### src/rtl/multicycle_control_unit_pkg.sv
// Shared types and encodings for the multi-cycle CPU control unit.
// Opcode classes always come from the top 4 bits of the latched opcode.
package cpu_ctrl_pkg;

    typedef enum logic [2:0] {
        FETCH,
        DECODE,
        EXEC,
        MEM,
        HALT,
        FAULT
    } state_t;

    localparam logic [3:0] OP_NOP   = 4'b0000;
    localparam logic [3:0] OP_LI    = 4'b1000;
    localparam logic [3:0] OP_MOV   = 4'b1001;
    localparam logic [3:0] OP_LOAD  = 4'b1010;
    localparam logic [3:0] OP_STORE = 4'b1011;
    localparam logic [3:0] OP_JMP   = 4'b1100;
    localparam logic [3:0] OP_BZ    = 4'b1101;
    localparam logic [3:0] OP_CALL  = 4'b1110;
    localparam logic [3:0] OP_HALT  = 4'b1111;

    localparam logic [1:0] PCSRC_PC4 = 2'b00;
    localparam logic [1:0] PCSRC_RA  = 2'b01;
    localparam logic [1:0] PCSRC_ALU = 2'b10;
    localparam logic [1:0] PCSRC_REG = 2'b11;

    localparam logic [1:0] WB_ALU  = 2'b00;
    localparam logic [1:0] WB_MOVE = 2'b01;
    localparam logic [1:0] WB_MEM  = 2'b10;
    localparam logic [1:0] WB_IMM  = 2'b11;

    localparam logic [2:0] ALU_ADD = 3'b000;

    // Control bundle minus the width-parameterised ALU operation field.
    typedef struct packed {
        logic       mem_read;
        logic       mem_write;
        logic       ir_load;
        logic       pc_enable;
        logic       ra_enable;
        logic       reg_write;
        logic       reg_imm;
        logic [1:0] pc_src;
        logic [1:0] wb_src;
        logic       busy;
        logic       halted;
        logic       mem_timeout;
    } ctrl_t;

    function automatic logic is_mem_op(input logic [3:0] op_cls);
        return (op_cls == OP_LOAD) || (op_cls == OP_STORE);
    endfunction

endpackage

### src/rtl/multicycle_control_unit_if.sv
// Control-unit interface: IR/flag/memory-handshake inputs and datapath controls.
// slave = control unit side, master = datapath / memory side.
interface multicycle_control_unit_if #(
    parameter int OP_W    = 4,
    parameter int ALUOP_W = 3
);
    logic [OP_W-1:0]    opCode;
    logic               zero_flag;
    logic               mem_ready;
    logic               Mem_Read;
    logic               MemWrite_Enable;
    logic               IR_Load;
    logic               PC_Enable;
    logic               RA_Enable;
    logic               RegWrite_Enable;
    logic               Reg_Imm;
    logic [1:0]         PC_RA_ALU_REG;
    logic [1:0]         Alu_Move_Mem;
    logic [ALUOP_W-1:0] ALUOP;
    logic               busy;
    logic               halted;
    logic               mem_timeout;

    modport slave (
        input  opCode, zero_flag, mem_ready,
        output Mem_Read, MemWrite_Enable, IR_Load, PC_Enable, RA_Enable,
               RegWrite_Enable, Reg_Imm, PC_RA_ALU_REG, Alu_Move_Mem, ALUOP,
               busy, halted, mem_timeout
    );

    modport master (
        output opCode, zero_flag, mem_ready,
        input  Mem_Read, MemWrite_Enable, IR_Load, PC_Enable, RA_Enable,
               RegWrite_Enable, Reg_Imm, PC_RA_ALU_REG, Alu_Move_Mem, ALUOP,
               busy, halted, mem_timeout
    );
endinterface

### src/rtl/multicycle_control_unit_decode.sv
// Purpose: combinational control decode from (state, latched opcode, zero flag, mem_ready).
// Latency: zero cycles, purely combinational.
// Backpressure: mem_ready only qualifies the completion pulses (IR_Load, MEM write-back, PC update).
module ctrl_decode
    import cpu_ctrl_pkg::*;
#(
    parameter int OP_W       = 4,
    parameter int ALUOP_W    = 3,
    parameter bit BZ_ON_ZERO = 1'b1
) (
    input  state_t             state,
    input  logic [OP_W-1:0]    op_q,
    input  logic               zero_flag,
    input  logic               mem_ready,
    output ctrl_t              ctrl,
    output logic [ALUOP_W-1:0] aluop
);

    logic [3:0] op_cls;
    logic       bz_taken;

    assign op_cls   = op_q[OP_W-1 -: 4];
    assign bz_taken = BZ_ON_ZERO ? zero_flag : !zero_flag;

    always_comb begin
        ctrl  = '0;
        aluop = '0;
        unique case (state)
            FETCH: begin
                ctrl.busy     = 1'b1;
                ctrl.mem_read = 1'b1;
                ctrl.ir_load  = mem_ready;
            end
            DECODE: begin
                ctrl.busy = 1'b1;
            end
            EXEC: begin
                ctrl.busy      = 1'b1;
                ctrl.pc_enable = 1'b1;
                ctrl.pc_src    = PCSRC_PC4;
                case (op_cls)
                    OP_NOP: ;
                    OP_LI: begin
                        ctrl.reg_write = 1'b1;
                        ctrl.reg_imm   = 1'b1;
                        ctrl.wb_src    = WB_IMM;
                    end
                    OP_MOV: begin
                        ctrl.reg_write = 1'b1;
                        ctrl.wb_src    = WB_MOVE;
                    end
                    OP_LOAD, OP_STORE: begin
                        // PC advances only once the memory access completes
                        ctrl.pc_enable = 1'b0;
                        aluop          = ALUOP_W'(ALU_ADD);
                    end
                    OP_JMP: ctrl.pc_src = PCSRC_REG;
                    OP_BZ: begin
                        aluop       = ALUOP_W'(ALU_ADD);
                        ctrl.pc_src = bz_taken ? PCSRC_ALU : PCSRC_PC4;
                    end
                    OP_CALL: begin
                        ctrl.ra_enable = 1'b1;
                        ctrl.pc_src    = PCSRC_REG;
                    end
                    OP_HALT: ;
                    default: begin
                        ctrl.reg_write = 1'b1;
                        ctrl.wb_src    = WB_ALU;
                        aluop          = op_q[ALUOP_W-1:0];
                    end
                endcase
            end
            MEM: begin
                ctrl.busy      = 1'b1;
                ctrl.pc_enable = mem_ready;
                ctrl.pc_src    = PCSRC_PC4;
                if (op_cls == OP_LOAD) begin
                    ctrl.mem_read  = 1'b1;
                    ctrl.reg_write = mem_ready;
                    ctrl.wb_src    = mem_ready ? WB_MEM : WB_ALU;
                end else begin
                    ctrl.mem_write = 1'b1;
                end
            end
            HALT:    ctrl.halted      = 1'b1;
            FAULT:   ctrl.mem_timeout = 1'b1;
            default: ;
        endcase
    end

endmodule

### src/rtl/multicycle_control_unit.sv
// Purpose: multi-cycle FETCH/DECODE/EXEC/MEM sequencer with memory timeout and HALT/FAULT sinks.
// Latency: 3 cycles per instruction, 4 for LOAD/STORE, plus any mem_ready stall cycles.
// Backpressure: stalls in FETCH/MEM while mem_ready is low; FAULT after MEM_WAIT_MAX+1 idle cycles.
module multicycle_control_unit
    import cpu_ctrl_pkg::*;
#(
    parameter int OP_W         = 4,
    parameter int ALUOP_W      = 3,
    parameter int MEM_WAIT_MAX = 15,
    parameter bit BZ_ON_ZERO   = 1'b1
) (
    input  logic                      clk,
    input  logic                      reset,
    multicycle_control_unit_if.slave  bus
);

    localparam int CNT_W = (MEM_WAIT_MAX < 1) ? 1 : $clog2(MEM_WAIT_MAX + 1);

    state_t             state_q, state_d;
    logic [OP_W-1:0]    op_q, op_d;
    logic [CNT_W-1:0]   wait_cnt, wait_d;
    ctrl_t              ctrl;
    logic [ALUOP_W-1:0] aluop;

    always_ff @(posedge clk) begin
        if (reset) begin
            state_q  <= FETCH;
            op_q     <= '0;
            wait_cnt <= '0;
        end else begin
            state_q  <= state_d;
            op_q     <= op_d;
            wait_cnt <= wait_d;
        end
    end

    always_comb begin
        state_d = state_q;
        op_d    = op_q;
        wait_d  = wait_cnt;
        unique case (state_q)
            FETCH, MEM: begin
                if (bus.mem_ready) begin
                    state_d = (state_q == FETCH) ? DECODE : FETCH;
                    wait_d  = '0;
                end else if (wait_cnt == CNT_W'(MEM_WAIT_MAX)) begin
                    state_d = FAULT;
                    wait_d  = '0;
                end else begin
                    wait_d = wait_cnt + 1'b1;
                end
            end
            DECODE: begin
                op_d    = bus.opCode;
                state_d = (bus.opCode[OP_W-1 -: 4] == OP_HALT) ? HALT : EXEC;
            end
            EXEC: begin
                state_d = is_mem_op(op_q[OP_W-1 -: 4]) ? MEM : FETCH;
            end
            default: ;
        endcase
    end

    ctrl_decode #(
        .OP_W       (OP_W),
        .ALUOP_W    (ALUOP_W),
        .BZ_ON_ZERO (BZ_ON_ZERO)
    ) u_decode (
        .state     (state_q),
        .op_q      (op_q),
        .zero_flag (bus.zero_flag),
        .mem_ready (bus.mem_ready),
        .ctrl      (ctrl),
        .aluop     (aluop)
    );

    assign bus.Mem_Read        = ctrl.mem_read;
    assign bus.MemWrite_Enable = ctrl.mem_write;
    assign bus.IR_Load         = ctrl.ir_load;
    assign bus.PC_Enable       = ctrl.pc_enable;
    assign bus.RA_Enable       = ctrl.ra_enable;
    assign bus.RegWrite_Enable = ctrl.reg_write;
    assign bus.Reg_Imm         = ctrl.reg_imm;
    assign bus.PC_RA_ALU_REG   = ctrl.pc_src;
    assign bus.Alu_Move_Mem    = ctrl.wb_src;
    assign bus.ALUOP           = aluop;
    assign bus.busy            = ctrl.busy;
    assign bus.halted          = ctrl.halted;
    assign bus.mem_timeout     = ctrl.mem_timeout;

endmodule
### src/flat_wrapper.sv
// flat-port wrapper written by rule: the top's interface ports become plain ports
module multicycle_control_unit_flat import cpu_ctrl_pkg::*;
#(
    parameter int OP_W         = 4,
    parameter int ALUOP_W      = 3,
    parameter int MEM_WAIT_MAX = 15,
    parameter bit BZ_ON_ZERO   = 1'b1
)
  (clk, reset, bus_opCode, bus_zero_flag, bus_mem_ready, bus_Mem_Read, bus_MemWrite_Enable, bus_IR_Load, bus_PC_Enable, bus_RA_Enable, bus_RegWrite_Enable, bus_Reg_Imm, bus_PC_RA_ALU_REG, bus_Alu_Move_Mem, bus_ALUOP, bus_busy, bus_halted, bus_mem_timeout);
  multicycle_control_unit_if #(.OP_W(OP_W), .ALUOP_W(ALUOP_W)) bus_i ();
  input  logic clk;
  input  logic reset;
  input wire logic [$bits(bus_i.opCode)-1:0] bus_opCode;
  input wire logic [$bits(bus_i.zero_flag)-1:0] bus_zero_flag;
  input wire logic [$bits(bus_i.mem_ready)-1:0] bus_mem_ready;
  output wire logic [$bits(bus_i.Mem_Read)-1:0] bus_Mem_Read;
  output wire logic [$bits(bus_i.MemWrite_Enable)-1:0] bus_MemWrite_Enable;
  output wire logic [$bits(bus_i.IR_Load)-1:0] bus_IR_Load;
  output wire logic [$bits(bus_i.PC_Enable)-1:0] bus_PC_Enable;
  output wire logic [$bits(bus_i.RA_Enable)-1:0] bus_RA_Enable;
  output wire logic [$bits(bus_i.RegWrite_Enable)-1:0] bus_RegWrite_Enable;
  output wire logic [$bits(bus_i.Reg_Imm)-1:0] bus_Reg_Imm;
  output wire logic [$bits(bus_i.PC_RA_ALU_REG)-1:0] bus_PC_RA_ALU_REG;
  output wire logic [$bits(bus_i.Alu_Move_Mem)-1:0] bus_Alu_Move_Mem;
  output wire logic [$bits(bus_i.ALUOP)-1:0] bus_ALUOP;
  output wire logic [$bits(bus_i.busy)-1:0] bus_busy;
  output wire logic [$bits(bus_i.halted)-1:0] bus_halted;
  output wire logic [$bits(bus_i.mem_timeout)-1:0] bus_mem_timeout;
  assign bus_i.opCode = bus_opCode;
  assign bus_i.zero_flag = bus_zero_flag;
  assign bus_i.mem_ready = bus_mem_ready;
  assign bus_Mem_Read = bus_i.Mem_Read;
  assign bus_MemWrite_Enable = bus_i.MemWrite_Enable;
  assign bus_IR_Load = bus_i.IR_Load;
  assign bus_PC_Enable = bus_i.PC_Enable;
  assign bus_RA_Enable = bus_i.RA_Enable;
  assign bus_RegWrite_Enable = bus_i.RegWrite_Enable;
  assign bus_Reg_Imm = bus_i.Reg_Imm;
  assign bus_PC_RA_ALU_REG = bus_i.PC_RA_ALU_REG;
  assign bus_Alu_Move_Mem = bus_i.Alu_Move_Mem;
  assign bus_ALUOP = bus_i.ALUOP;
  assign bus_busy = bus_i.busy;
  assign bus_halted = bus_i.halted;
  assign bus_mem_timeout = bus_i.mem_timeout;
  multicycle_control_unit #(.OP_W(OP_W), .ALUOP_W(ALUOP_W), .MEM_WAIT_MAX(MEM_WAIT_MAX), .BZ_ON_ZERO(BZ_ON_ZERO)) u_core (.clk(clk), .reset(reset), .bus(bus_i));
endmodule
### config.mk
export PLATFORM = sky130hd
export DESIGN_NAME = multicycle_control_unit_flat
export DESIGN_NICKNAME = d
export VERILOG_FILES = /design/src/rtl/multicycle_control_unit_pkg.sv /design/src/rtl/multicycle_control_unit_if.sv /design/src/rtl/multicycle_control_unit_decode.sv /design/src/rtl/multicycle_control_unit.sv /design/src/flat_wrapper.sv
export SDC_FILE = /design/constraint.sdc
export NUM_CORES = 1
export LEC_CHECK = 0
export CAP_MARGIN = 15
export CORE_MARGIN = 3
export CORE_UTILIZATION = 45
export DETAILED_ROUTE_END_ITERATION = 8
export GPL_TIMING_DRIVEN = 0
export HOLD_SLACK_MARGIN = 0.08
export PLACE_DENSITY_LB_ADDON = 0.12
export SLEW_MARGIN = 20
export SYNTH_ARGS = -nofsm -noshare
export SYNTH_HDL_FRONTEND = slang
export SYNTH_SLANG_ARGS = --single-unit
### constraint.sdc
create_clock -name clk -period 2.15 [get_ports clk]
set_clock_uncertainty 0.2 [all_clocks]
set_input_delay 0.43 -clock clk [delete_from_list [all_inputs] [get_ports clk]]
set_output_delay 0.43 -clock clk [all_outputs]
set_load 0.05 [all_outputs]
==> run_summary.xml <==
<?xml version="1.0" encoding="UTF-8"?>
<metrics>
  <group name="global_routing">
    <metric name="grt_antenna_before_repair" unit="">0</metric>
    <metric name="grt_max_degree" unit="">11</metric>
    <metric name="number_of_global_route_vias_before_repair" unit="">753</metric>
    <metric name="global_route_wire_length_before_repair" unit="um">3030</metric>
    <metric name="global_route.usage.total" unit="%">18.5</metric>
    <metric name="gr-total-overflow" unit="">0</metric>
  </group>
  <group name="critical_path">
    <metric name="path_max_fanout" unit="">5</metric>
    <metric name="worstPathRequired" unit="ns">1.52</metric>
    <metric name="critical_path.slowest_cell" unit="">or3b_4</metric>
    <metric name="worstPathBufferInverterCount" unit="">1</metric>
    <metric name="cpLargestDelayFamily" unit="">simple AND/OR/NAND/NOR gates</metric>
    <metric name="worstSetupStartpointType" unit="">flop</metric>
    <metric name="crit_type" unit="">flop to output pin</metric>
    <metric name="crit_chain" unit="">or3b_4, nor2_4, nand2_2, o311ai_4, buf_6</metric>
    <metric name="critPathCaptureType" unit="">output pin</metric>
    <metric name="cp_slowest_stage_delay" unit="ns">0.45</metric>
    <metric name="cp_data_arrival_time" unit="ns">1.55</metric>
  </group>
  <group name="timing">
    <metric name="setup_ws" unit="ns">-0.0279</metric>
    <metric name="finalSetupTns" unit="ns">-0.0694</metric>
    <metric name="hold_violations" unit="">0</metric>
    <metric name="finalWorstPathRequiredPeriod" unit="ns">2.18</metric>
    <metric name="finalMaxSlewViolations" unit="">0</metric>
    <metric name="fmaxAchievable" unit="MHz">459</metric>
    <metric name="final.period_utilization" unit="%">101</metric>
    <metric name="max-slew-margin-rel" unit="%">65.8</metric>
    <metric name="setup_violations" unit="">4</metric>
    <metric name="grt_setup_unrepaired" unit="">true</metric>
    <metric name="max_slew.worst_pin.slew" unit="ns">0.509</metric>
  </group>
  <group name="yosys">
    <metric name="postSynthCellCount" unit="">106</metric>
    <metric name="syn-num-nets" unit="">115</metric>
    <metric name="yosys_register_bits" unit="">11</metric>
    <metric name="synth.yosys.seq_area_share" unit="%">28.2</metric>
    <metric name="synth_cell_type_count" unit="">37</metric>
    <metric name="ys_warn_count" unit="">0</metric>
    <metric name="synth.cell_area" unit="um^2">782</metric>
    <metric name="avgSynthCellArea" unit="um^2">7.38</metric>
  </group>
  <group name="floorplanning">
    <metric name="die_width" unit="um">47.7</metric>
    <metric name="io-pin-count" unit="">25</metric>
    <metric name="die_area" unit="um^2">2270</metric>
    <metric name="design.core.area" unit="um^2">1580</metric>
    <metric name="rows" unit="">14</metric>
    <metric name="initial_core_util" unit="%">49.6</metric>
    <metric name="dieHeight" unit="um">47.7</metric>
  </group>
  <group name="cells_and_area">
    <metric name="post_route_cell_area" unit="um^2">1220</metric>
    <metric name="final_nets" unit="">150</metric>
    <metric name="diodes" unit="">0</metric>
    <metric name="seqCellArea" unit="um^2">238</metric>
    <metric name="fin_cells" unit="">156</metric>
    <metric name="syn2layout_area_growth" unit="%">56.2</metric>
    <metric name="multiInputGateArea" unit="um^2">593</metric>
    <metric name="final.fill_count" unit="">110</metric>
    <metric name="drive_gt1_share" unit="%">42.1</metric>
  </group>
  <group name="route">
    <metric name="antenna_violating_nets_left" unit="">0</metric>
    <metric name="drc" unit="">0</metric>
    <metric name="routed_wirelength" unit="um">2230</metric>
    <metric name="detail_route.first_pass.iterations" unit="">4</metric>
    <metric name="first_iter_violations" unit="">27</metric>
    <metric name="wl_per_cell" unit="um">14.3</metric>
    <metric name="route.detailed.vias_per_inst" unit="">5.74</metric>
    <metric name="routed-via-count" unit="">896</metric>
  </group>
  <group name="clock_tree">
    <metric name="cts_sinks" unit="">11</metric>
    <metric name="clock_buffers_created_by_tritoncts" unit="">3</metric>
    <metric name="clock-root-buffer" unit="">clkbuf_4</metric>
    <metric name="clk-insertion-delay-late" unit="ns">0.27</metric>
    <metric name="cts_max_level" unit="">1</metric>
    <metric name="cts.clk_slew.worst_paths" unit="ns">0.07</metric>
    <metric name="cts_tree" unit="">built</metric>
    <metric name="longest_clk_path_bufs" unit="">2</metric>
  </group>
  <group name="worst_hold_path">
    <metric name="timing.hold.worst.class" unit="">flop to flop</metric>
  </group>
  <group name="flow_run">
    <metric name="drv_cap" unit="">0</metric>
  </group>
  <group name="pwr">
    <metric name="cellLeakagePower" unit="uW">0.000484</metric>
    <metric name="power_per_cell_area" unit="nW/um^2">423</metric>
    <metric name="irDropWorstVdd" unit="mV">0.404</metric>
  </group>
  <group name="placement">
    <metric name="numPortBuffers" unit="">24</metric>
    <metric name="placed_cells" unit="">146</metric>
    <metric name="dpl-instance-area" unit="um^2">1090</metric>
    <metric name="dp_hpwl" unit="um">1460</metric>
    <metric name="pre_cts_ws" unit="ns">-0.836</metric>
    <metric name="routabilityCongestion" unit="">0.787</metric>
  </group>
  <group name="outcome">
    <metric name="failed_checks" unit="">negative setup slack</metric>
    <metric name="run_status" unit="">finished, violations left</metric>
  </group>
</metrics>
==> per-layer routing <==
layer	GRT usage, %	share of wire, %
met1	23.4	42
met2	29.3	50
met3	4.51	7.0
met4	8.60	1.2
met5	0	0
==> through the flow <==
step	total power [uW]	utilization, %	hold slack, ns
after floorplan	320	-	0.249
after global placement	362	69.0	0.261
after detailed placement	365	69.0	0.279
after CTS	515	73.6	0.290
after global routing	544	77.5	0.308
final	516	77.5	0.285
==> worst min-delay path, cell delays in order, from the launching register on <==
cell and delay [ns]:
dfxtp_1 0.33, nand2_1 0.06, a21oi_1 0.05
==> cell usage after synthesis <==
| cell type | n | area share, % |
|---|---|---|
| or3b_2 | 1 | 1.1 |
| ha_1 | 1 | 1.6 |
| o41ai_1 | 1 | 1.1 |
| nand3_1 | 2 | 1.3 |
| or3b_1 | 2 | 2.2 |
| nand4_1 | 1 | 0.80 |
| nand2b_1 | 2 | 1.6 |
| clkbuf_1 | 5 | 2.4 |
| or4_1 | 1 | 0.96 |
| inv_1 | 2 | 0.96 |
| buf_2 | 1 | 0.64 |
| o21ai_4 | 1 | 2.1 |
| a21oi_1 | 7 | 4.5 |
| dfxtp_1 | 11 | 28 |
| buf_4 | 1 | 0.96 |
| nor3b_2 | 1 | 1.6 |
| nand3b_1 | 1 | 0.96 |
| o311ai_0 | 1 | 1.1 |
| a31o_2 | 1 | 1.1 |
| buf_6 | 1 | 1.4 |
| nor2b_1 | 4 | 3.2 |
| o221ai_1 | 1 | 1.1 |
| and3b_1 | 1 | 1.1 |
| and2_1 | 3 | 2.4 |
| o21ai_0 | 6 | 3.8 |
| nor3_1 | 8 | 5.1 |
| o21a_1 | 1 | 0.96 |
| nand2_1 | 10 | 4.8 |
| inv_2 | 1 | 0.48 |
| a31oi_1 | 2 | 1.6 |
| mux2i_1 | 4 | 5.1 |
| and2_4 | 1 | 1.1 |
| nor4b_2 | 1 | 1.9 |
| nor2_1 | 16 | 7.7 |
| nor3_2 | 1 | 1.3 |
| or3_1 | 1 | 0.80 |
| nor2_2 | 1 | 0.80 |
==> power by group <==
| part | internal, uW | switching (uW) | leakage [uW] |
|---|---|---|---|
| clock | 71.7 | 70.2 | 0.0000150 |
| sequential | 211 | 17.6 | 0.0000934 |
| combinational | 64.3 | 81.2 | 0.000376 |
==> cell families (layout without fill, tap and decap cells) <==
group	after synthesis	in the layout	synth area share, %
AO/OA/AOI/OAI	21	21	17.4
multiplexers	4	4	5.12
flip-flops	11	11	28.2
AND/OR/NAND/NOR	58	58	40.8
buffers and inverters	11	45	6.88
adder cells (fa/ha/maj)	1	1	1.60
==> flip-flops by register name (all words and copies together), names as in the netlist <==
name and cells:
u_core.state_q 3, u_core.wait_cnt 4, u_core.op_q 4
==> worst paths after layout <==
kind / startpoint / cells past startpoint / endpoint / slack [ns]
setup / recovery: u_core.state_q[0] / 5 / bus_RegWrite_Enable / -0.03
hold / removal: u_core.wait_cnt[1] / 2 / u_core.wait_cnt[1] / 0.29
setup reg to reg: u_core.state_q[0] / 6 / u_core.op_q[0] / 0.35
hold reg to reg: u_core.wait_cnt[1] / 2 / u_core.wait_cnt[1] / 0.29
==> cell usage in the layout (no fill, tap or decap), drive strengths merged, types with 4 or more instances in the layout <==
| cell type | instances |
|---|---|
| nor3 | 9 |
| o21ai | 7 |
| nand2 | 10 |
| a21oi | 7 |
| nor2 | 17 |
| dfxtp | 11 |
| and2 | 4 |
| buf | 26 |
| clkbuf | 7 |
| nor2b | 4 |
| clkdlybuf4s50 | 6 |
| mux2i | 4 |
==> what timing repair did <==
action                                 in CTS  in global routing
cloned                                      0                  0
pin swaps                                   2                  8
buffers inserted                            6                  6
endpoints found under the hold margin       0                  0
setup endpoints to repair                  17                 15
hold buffers                                0                  0
gates resized for setup                   103                 26
==> layout make-up <==
type / instances / share of cell area [%]
clock buffer: 4 / 2.15
timing repair buffer: 36 / 26.5
tap: 16 / 1.64
inverter: 3 / 0.922
sequential: 11 / 19.5
multi-input combinational: 84 / 48.6
buffer: 2 / 0.717
Note: power is estimated with default switching activity, not from simulation.
